==> src/rtl/cva6_region_attr_unit.sv <==
// Runtime-programmable PMA region attribute unit.
// Shadow rule bank written over the cfg port; a commit copies shadow to the
// active bank once the 2-stage lookup pipeline has drained.
// Optional feature macro: CVA6_REGION_ATTR_LOCK_EN (ctrl bit4 acts as a sticky lock).
//
// state  | meaning
// IDLE   | cfg and lookups accepted
// DRAIN  | commit pending, waiting for the lookup pipe to empty
// COMMIT | one cycle copying shadow -> active
module cva6_region_attr_unit #(
  parameter int   NR_RULES     = 4,
  parameter int   ADDR_W       = 64,
  parameter logic DEFAULT_EXEC = 1'b1
) (
  input  logic              clk_i,
  input  logic              rst_i,
  input  logic              cfg_req_i,
  output logic              cfg_gnt_o,
  input  logic              cfg_we_i,
  input  logic [3:0]        cfg_idx_i,
  input  logic [1:0]        cfg_field_i,
  input  logic [ADDR_W-1:0] cfg_wdata_i,
  output logic [ADDR_W-1:0] cfg_rdata_o,
  output logic              cfg_rvalid_o,
  output logic              cfg_err_o,
  input  logic              cfg_commit_i,
  output logic              cfg_busy_o,
  input  logic              lkp_valid_i,
  output logic              lkp_ready_o,
  input  logic [ADDR_W-1:0] lkp_addr_i,
  output logic              lkp_valid_o,
  input  logic              lkp_ready_i,
  output logic              lkp_hit_o,
  output logic [3:0]        lkp_idx_o,
  output logic [2:0]        lkp_attr_o
);

`ifdef CVA6_REGION_ATTR_LOCK_EN
  localparam logic [4:0] CTRL_MASK = 5'h1f;
`else
  localparam logic [4:0] CTRL_MASK = 5'h0f;
`endif

  localparam logic [ADDR_W-1:0] RST_BASE = ADDR_W'(64'h8000_0000);
  localparam logic [ADDR_W-1:0] RST_LEN  = ADDR_W'(64'h4000_0000);
  localparam logic [4:0]        RST_CTRL = 5'b01011;

  typedef enum logic [1:0] {IDLE, DRAIN, COMMIT} state_t;
  state_t state, state_nxt;

  logic [ADDR_W-1:0] sh_base [NR_RULES];
  logic [ADDR_W-1:0] sh_len  [NR_RULES];
  logic [4:0]        sh_ctrl [NR_RULES];
  logic [ADDR_W-1:0] ac_base [NR_RULES];
  logic [ADDR_W-1:0] ac_len  [NR_RULES];
  logic [3:0]        ac_ctrl [NR_RULES];

  logic              idle, idx_ok, sel_locked, wr_xfer, wr_bad, wr_do, rd_xfer;
  logic [ADDR_W-1:0] rd_mux;

  logic                s1_valid, s1_adv, s2_adv, accept;
  logic [NR_RULES-1:0] hit_vec, s1_hit;
  logic [2:0]          s1_attr [NR_RULES];
  logic                enc_hit;
  logic [3:0]          enc_idx;
  logic [2:0]          enc_attr;

  assign idle        = (state == IDLE);
  assign cfg_gnt_o   = idle;
  assign cfg_busy_o  = !idle;
  assign s2_adv      = !lkp_valid_o || lkp_ready_i;
  assign s1_adv      = !s1_valid || s2_adv;
  assign lkp_ready_o = idle && s1_adv;
  assign accept      = lkp_valid_i && lkp_ready_o;

  // Decode the selected shadow rule for cfg reads and write checks
  always_comb begin
    idx_ok     = ({1'b0, cfg_idx_i} < 5'(NR_RULES));
    sel_locked = 1'b0;
    rd_mux     = '0;
    for (int i = 0; i < NR_RULES; i++) begin
      if (cfg_idx_i == 4'(i)) begin
        sel_locked = sh_ctrl[i][4];
        case (cfg_field_i)
          2'd0:    rd_mux = sh_base[i];
          2'd1:    rd_mux = sh_len[i];
          2'd2:    rd_mux = ADDR_W'(sh_ctrl[i]);
          default: rd_mux = '0;
        endcase
      end
    end
  end

  // The lock bit can only be set when the lock feature is built in, so
  // sel_locked stays 0 otherwise and no lock-related error can fire.
  assign wr_xfer = cfg_req_i && cfg_gnt_o && cfg_we_i;
  assign rd_xfer = cfg_req_i && cfg_gnt_o && !cfg_we_i;
  assign wr_bad  = !idx_ok || (cfg_field_i == 2'd3) || sel_locked;
  assign wr_do   = wr_xfer && !wr_bad;

  // Shadow bank: written only by accepted, legal cfg writes
  always_ff @(posedge clk_i or posedge rst_i) begin
    if (rst_i) begin
      for (int i = 0; i < NR_RULES; i++) begin
        sh_base[i] <= (i == 0) ? RST_BASE : '0;
        sh_len[i]  <= (i == 0) ? RST_LEN  : '0;
        sh_ctrl[i] <= (i == 0) ? RST_CTRL : '0;
      end
    end else if (wr_do) begin
      for (int i = 0; i < NR_RULES; i++) begin
        if (cfg_idx_i == 4'(i)) begin
          case (cfg_field_i)
            2'd0:    sh_base[i] <= cfg_wdata_i;
            2'd1:    sh_len[i]  <= cfg_wdata_i;
            default: sh_ctrl[i] <= cfg_wdata_i[4:0] & CTRL_MASK;
          endcase
        end
      end
    end
  end

  // Active bank: copied from shadow in the single COMMIT cycle
  always_ff @(posedge clk_i or posedge rst_i) begin
    if (rst_i) begin
      for (int i = 0; i < NR_RULES; i++) begin
        ac_base[i] <= (i == 0) ? RST_BASE : '0;
        ac_len[i]  <= (i == 0) ? RST_LEN  : '0;
        ac_ctrl[i] <= (i == 0) ? RST_CTRL[3:0] : '0;
      end
    end else if (state == COMMIT) begin
      for (int i = 0; i < NR_RULES; i++) begin
        ac_base[i] <= sh_base[i];
        ac_len[i]  <= sh_len[i];
        ac_ctrl[i] <= sh_ctrl[i][3:0];
      end
    end
  end

  // Cfg read response and write-error pulse, one cycle after the transfer
  always_ff @(posedge clk_i or posedge rst_i) begin
    if (rst_i) begin
      cfg_rvalid_o <= 1'b0;
      cfg_rdata_o  <= '0;
      cfg_err_o    <= 1'b0;
    end else begin
      cfg_rvalid_o <= rd_xfer;
      cfg_err_o    <= wr_xfer && wr_bad;
      if (rd_xfer) cfg_rdata_o <= rd_mux;
    end
  end

  // Per-rule range match in ADDR_W+1 bits so base+len never wraps
  for (genvar g = 0; g < NR_RULES; g++) begin : g_match
    logic [ADDR_W:0] diff;
    assign diff       = {1'b0, lkp_addr_i} - {1'b0, ac_base[g]};
    assign hit_vec[g] = ac_ctrl[g][0] && (lkp_addr_i >= ac_base[g]) &&
                        (diff < {1'b0, ac_len[g]});
  end

  // Stage 1: capture hit vector and the active attributes at accept time
  always_ff @(posedge clk_i or posedge rst_i) begin
    if (rst_i) begin
      s1_valid <= 1'b0;
      s1_hit   <= '0;
      for (int i = 0; i < NR_RULES; i++) s1_attr[i] <= '0;
    end else if (s1_adv) begin
      s1_valid <= accept;
      if (accept) begin
        s1_hit <= hit_vec;
        for (int i = 0; i < NR_RULES; i++) s1_attr[i] <= ac_ctrl[i][3:1];
      end
    end
  end

  // Lowest-index hit wins; no hit falls back to the default attributes
  always_comb begin
    enc_hit  = 1'b0;
    enc_idx  = '0;
    enc_attr = {DEFAULT_EXEC, 2'b00};
    for (int i = NR_RULES - 1; i >= 0; i--) begin
      if (s1_hit[i]) begin
        enc_hit  = 1'b1;
        enc_idx  = 4'(i);
        enc_attr = s1_attr[i];
      end
    end
  end

  // Stage 2: registered result, held while downstream stalls
  always_ff @(posedge clk_i or posedge rst_i) begin
    if (rst_i) begin
      lkp_valid_o <= 1'b0;
      lkp_hit_o   <= 1'b0;
      lkp_idx_o   <= '0;
      lkp_attr_o  <= '0;
    end else if (s2_adv) begin
      lkp_valid_o <= s1_valid;
      if (s1_valid) begin
        lkp_hit_o  <= enc_hit;
        lkp_idx_o  <= enc_idx;
        lkp_attr_o <= enc_attr;
      end
    end
  end

  // Commit sequencer state register
  always_ff @(posedge clk_i or posedge rst_i) begin
    if (rst_i) state <= IDLE;
    else       state <= state_nxt;
  end

  // Commit sequencer next state; commits outside IDLE merge into the pending one
  always_comb begin
    state_nxt = state;
    case (state)
      IDLE:    if (cfg_commit_i) state_nxt = DRAIN;
      DRAIN:   if (!s1_valid && !lkp_valid_o) state_nxt = COMMIT;
      COMMIT:  state_nxt = IDLE;
      default: state_nxt = IDLE;
    endcase
  end

endmodule
==> config.mk <==
export PLATFORM = sky130hd
export DESIGN_NAME = cva6_region_attr_unit
export DESIGN_NICKNAME = d
export VERILOG_FILES = /design/src/rtl/cva6_region_attr_unit.sv
export SDC_FILE = /design/constraint.sdc
export NUM_CORES = 2
export LEC_CHECK = 0
export BUFFER_PORTS_ARGS = -buffer_cell sky130_fd_sc_hd__buf_4
export CAP_MARGIN = 20
export CORE_MARGIN = 3
export CORE_UTILIZATION = 40
export DETAILED_ROUTE_END_ITERATION = 7
export HOLD_SLACK_MARGIN = 0.06
export PLACE_DENSITY_LB_ADDON = 0.2
export SYNTH_ARGS = -nofsm -noshare
export SYNTH_HDL_FRONTEND = slang
export SYNTH_SLANG_ARGS = --single-unit
==> constraint.sdc <==
create_clock -name clk_i -period 49.2 [get_ports clk_i]
set_input_delay 2.46 -clock clk_i [delete_from_list [all_inputs] [get_ports clk_i]]
set_output_delay 2.46 -clock clk_i [all_outputs]
set_load 0.005 [all_outputs]
== After elaboration in Yosys (flattened, before gate mapping) ==
Index checks and enable logic that the tools add are counted.

* Add/subtract/negate cells: 4
* $mul: 0
* Div/mod/pow operators: 0
* Magnitude comparators: 9
* Equality and inequality tests: 10
* Shifts and indexed selects: 0
* Muxes and demuxes: 23
* Bitwise logic cells: 1
* Reduce and logical (&&, ||, !) cells: 44

{| class="wikitable"
|+ Operators with widths
! kind !! count
|-
| case mux 64 bit (3 select lines) || 4
|-
| < comparator 65 x 64 -> 1 bit || 4
|-
| subtractor 64 x 64 -> 65 bit || 4
|-
| >= comparator 64 bit || 4
|-
| two-way mux 64 bit || 4
|-
| AND reduction 3 bit || 12
|-
| logical AND 1 bit || 16
|-
| two-way mux 3 bit || 4
|-
| two-way mux 4 bit || 3
|-
| == test 4 x 2 -> 1 bit, second input constant || 2
|-
| == test 2 bit, second input constant || 3
|-
| logical NOT 1 bit || 6
|-
| two-way mux 2 bit || 3
|-
| AND reduction 2 bit || 3
|-
| == test 2 x 1 -> 1 bit, second input constant || 2
|-
| == test 4 x 1 -> 1 bit, second input constant || 1
|-
| logical NOT 2 bit || 2
|-
| logical NOT 4 bit || 1
|-
| < comparator 4 x 3 -> 1 bit, second input constant || 1
|-
| two-way mux 1 bit || 4
|-
| case mux 2 bit (2 select lines) || 1
|-
| logical OR 1 bit || 3
|-
| != test 2 x 1 -> 1 bit, second input constant || 1
|-
| != test 2 bit, second input constant || 1
|-
| 2 further kinds || 2
|}

* Flip-flop bits (word level): 1150
* Latch bits: 0
* RAM bits: 0
* ROM bits: 0
* Input port bits: 141
* Output and inout bits: 78
* Word-level logic and storage cells: 129
* Memories: 0

== Longest topological paths before layout ==
* Depth after elaboration: 6
* Depth in mapped cells: 25
* Gate-level depth less buffers: 25

== Worst setup path before layout ==
Ideal clock, no wire load.

* Kind: input-to-reg
* Start point: input port lkp_addr_i[0]
* End point: register s1_hit[0]
* Setup time: 96 ps
* Arrival: 6959 ps
* Data required time: 49104 ps
* Slack: 42146 ps
* Cell stages on the path: 24
* Path buffers: 0
* Cell sequence: inv_1 ha_1 fa_1 nor2b_1 o31a_1 o311ai_1 o211ai_1 nor3b_2 o31ai_1 a2111oi_2 o21ai_1 a221o_1 a21oi_2 xnor2_1 ha_1 a21o_1 a21o_1 a211oi_1 nor2_1 or4_1 a211oi_1 o32a_1 nand4b_1 o31ai_1

* Cells in the longest elaborated chain, start to end: 3
* Elaborated cells on any way between the ends: 5
* Classes of those cells: add/sub (1); order compare (2); reduce/logical (2)

{| class="wikitable"
|+ Ends and longest elaborated chain
! item !! line !! RTL
|-
| start: declaration || 30 || <nowiki>input logic [ADDR_W-1:0] lkp_addr_i,</nowiki>
|-
| subtractor 64 x 64 -> 65 bit or >= comparator 64 bit (tied branches) || 155, 156 ||
|-
| < comparator 65 x 64 -> 1 bit or logical AND 1 bit (tied branches) || 157, 156 ||
|-
| logical AND 1 bit * || 156 || <nowiki>assign hit_vec[g] = ac_ctrl[g][0] && (lkp_addr_i >= ac_base[g]) &&</nowiki>
|-
| end signal: assignment || 169 || <nowiki>s1_hit <= hit_vec;</nowiki>
|-
| end: declaration || 62 || <nowiki>logic [NR_RULES-1:0] hit_vec, s1_hit;</nowiki>
|}

Mark *: on every way between the ends. The rest lies on a longest branch, timed or not.
A chain may end at the register's enable or synchronous reset.

== Worst setup path after layout ==
* Start point: input port lkp_addr_i[0]
* End point: register s1_hit[1]

The elaborated chain is that of the path after synthesis.

==> results_dict.tcl <==
set metrics [dict create \
    yosysUniqueCellTypes 94 \
    slowest_delay_ns 0.82 \
    firstDrtPassIters 5 \
    cts_tree "done" \
    critPathLaunch "lkp_addr_i[0]" \
    vias 51000 \
    detail_route.drc_violations 0 \
    synth_commonest_cells "dfrtp_1 (1,138), mux2_2 (1,068), inv_1 (588)" \
    cpLargestDelayFamily "compound AO/OA/AOI/OAI gates" \
    synth_ff_type "dfrtp_1" \
    min-delay-start "lkp_idx_o[1]$_DFFE_PP0P_" \
    max_cap_viol_count 0 \
    seq_power_share_pct 37.0 \
    routed_via_density 5.76 \
    tns_ns 0 \
    clkTransAtPathRegs_ns 0.06 \
    drive_gt1_share_pct 24.8 \
    wire_per_inst_um 26.8 \
    syn2layout_area_growth_pct 12.5 \
    start_util_pct 40.4 \
    cp_common_cell "o21ai_0" \
    holdBufCountCts 0 \
    grt_usage_pct 26.6 \
    power.share.switching_pct 31.4 \
    ys_warn_count 0 \
    maxSlewViolCount 0 \
    htreeDepth 4 \
    grt_max_degree 181 \
    critical_path_class "in -> reg" \
    instances_no_fill 8846 \
    finalSetupViolations 0 \
    async_flop_share_pct 100 \
    synthCells 6399 \
    placed_cells 8591 \
    worstMarginPinSlew_ns 1.12 \
    num_io_pins 219 \
    path_max_fanout 4 \
    gr-total-overflow 0 \
    grt_pass1_vias 50900 \
    r2r-start "ac_base[128]$_DFFE_PP0N_" \
    synth.top_cell.area_share_pct 41.5 \
    synth-seq-cells 1148 \
    path_cells "buf_4 -> inv_1 -> ha_1 -> fa_1 -> nand2b_1 -> a211oi_1 -> o41a_1 -> o211ai_1 -> nand4b_1 -> a31oi_1 -> o21ai_0 -> a21oi_1 -> o31ai_1 -> nand3_1 -> a211o_1 -> ha_1 -> a21o_1 -> a21o_1 -> a21oi_1 -> nor4bb_1 -> o21ai_0 -> a221o_1 -> o21ai_0" \
    p_leak_nw 36.4 \
    clkPwrFrac_pct 37.7 \
    fp-row-count 151 \
    ir_drop_mv 0.0321 \
    max-clock-path-buffers 3 \
    endpoint_kind "flop" \
    cts_resized 0 \
    yosys-top-cells-area "dfrtp_1 (42%), mux2_2 (18%), ha_1 (9.3%)" \
    drtIter0Drc 4128 \
    power.density_mw_per_mm2 36.4 \
    worst_path_max_delay_cell "o31ai_1" \
    rsz0062_at_grt "no" \
    avgSynthCellArea_um2 10.7 \
    gp_congestion 0.950 \
    relSlewSlack_pct 25.1 \
    cts-root-buf "clkbuf_16" \
    crit_cells 23 \
    r2r_cells 21 \
    synth_area_leader_cell "dfrtp_1" \
    grt_pass1_wl_mm 347 \
    post-dp-hpwl_mm 173 \
    min_path_type "reg -> reg" \
    ys_seq_area_share_pct 41.9 \
    start_kind "input port" \
    intPower_w 0.00193 \
    antenna_found_initial 15 \
    min_path_cells 2 \
    crit_buf_inv 2 \
    power_w 0.00281 \
    synth_area_mm2 0.0686 \
    arrival_ns 8.98 \
    synth_edf_count 0 \
    fin_nets 7165 \
    status "completed" \
    place.port_buffers 216 \
    fin_skew_ns 0.0312 \
    clock_latency_ns 0.80 \
    fin_crit_ns 8.26 \
    die_y_um 420 \
    fp.dieW_um 420 \
    cts_setup_buffers 0 \
    switchingPower_w 0.000883 \
    fmax_mhz 121 \
    hold_viol 0 \
    critPathRequiredTime_ns 49.92 \
    drt-total-wl_mm 237 \
    cts_sinks 1148 \
    cts_buffers 137 \
    dieArea_mm2 0.176 \
    detail-route-antenna-nets 0 \
    finalCritPeriodShare_pct 16.8 \
    coreArea_mm2 0.170 \
    synth.most_common_cell "dfrtp_1" \
    comb_power_share_pct 25.3 \
]
-- flip-flops by register name, summed over array words and instances, names as in the netlist --
signal	cells
ac_base	256
ac_ctrl	16
ac_len	256
cfg_err_o	1
cfg_rdata_o	64
cfg_rvalid_o	1
lkp_attr_o	3
lkp_hit_o	1
lkp_idx_o	2
lkp_valid_o	1
s1_attr	12
s1_hit	4
s1_valid	1
sh_base	256
sh_ctrl	16
sh_len	256
state	2
-- placed cells by master (no fill, tap or decap), types with 187 or more instances in the layout --
cell type,count
dfrtp_1,1138
mux2_2,1068
inv_1,586
ha_1,508
a21oi_1,363
o21ai_0,314
nand2_1,288
buf_4,255
mux2i_1,252
a21o_1,218
nor2_1,187
-- path summary, 6_finish.rpt --
path | slack, ns | to
setup / recovery | 40.94 | s1_hit[1]$_DFFE_PP0P_
hold / removal | 0.48 | lkp_idx_o[1]$_DFFE_PP0P_
setup reg to reg | 42.43 | s1_hit[1]$_DFFE_PP0P_
hold reg to reg | 0.48 | lkp_idx_o[1]$_DFFE_PP0P_
max in group asynchronous | 43.42 | ac_base[49]$_DFFE_PP0N_
min in group asynchronous | 1.79 | cfg_rdata_o[32]$_DFFE_PP0P_
-- worst reg2reg max path, stage by stage (launching register included) --
cell,delay [ns]
dfrtp_1,0.39
ha_1,0.21
fa_1,0.41
nand2b_1,0.19
a211oi_1,0.42
o41a_1,0.41
o211ai_1,0.30
nand4b_1,0.60
a31oi_1,0.37
o21ai_0,0.33
a21oi_1,0.24
o31ai_1,0.82
nand3_1,0.15
a211o_1,0.32
ha_1,0.29
a21o_1,0.16
a21o_1,0.17
a21oi_1,0.16
nor4bb_1,0.23
o21ai_0,0.11
a221o_1,0.27
o21ai_0,0.15
-- stage by stage --
| step | setup WS, ns | utilization (%) | cell area [µm²] | hold WS [ns] |
|---|---|---|---|---|
| after floorplan | 14.42 | - | 68600 | 0.449 |
| after global placement | 39.97 | 42.6 | 72400 | 0.462 |
| after detailed placement | 40.39 | 42.7 | 72500 | 0.465 |
| after CTS | 41.25 | 45.4 | 77200 | 0.480 |
| after global routing | 40.63 | 45.4 | 77200 | 0.500 |
| final | 40.94 | 45.4 | 77200 | 0.477 |
-- layout make-up --
cell class,instances,area [µm²]
fillers,16000,92700
multi-input cells,4374,36700
flip-flops and latches,1148,28700
clock buffers,206,4130
well taps,2218,2780
inverters,588,2220
repair buffers,263,2050
clock inverters,43,599
diodes,6,15.0
-- power by group through the flow --
stage	Combinational, W	Clock (W)	Sequential, W
2_1_floorplan	0.000470	0	0.00105
3_3_place_gp	0.000700	0	0.00106
3_5_place_dp	0.000705	0	0.00106
4_1_cts	0.000709	0.00108	0.00104
5_1_grt	0.000780	0.00112	0.00105
6_report	0.000711	0.00106	0.00104
-- routing by layer --
metal	track usage [%]	vias up	wire length, µm
li1	-	23200	-
met1	36.6	26000	107000
met2	42.7	1434	109000
met3	4.25	330	12400
met4	8.52	8	7830
met5	0	-	55
-- logic make-up (layout without fill, tap and decap cells) --
family,after synthesis,count (layout),synth area share [%]
compound gates,1387,1387,13.0
xor+xnor,238,238,3.04
fa+ha+maj,512,512,9.38
buf+inv,878,1100,4.85
flops,1148,1148,41.9
mux,1324,1324,21.3
other cells,1,8,0.00547
simple gates,911,911,6.48
No activity file was read; power rests on OpenSTA's default activity.
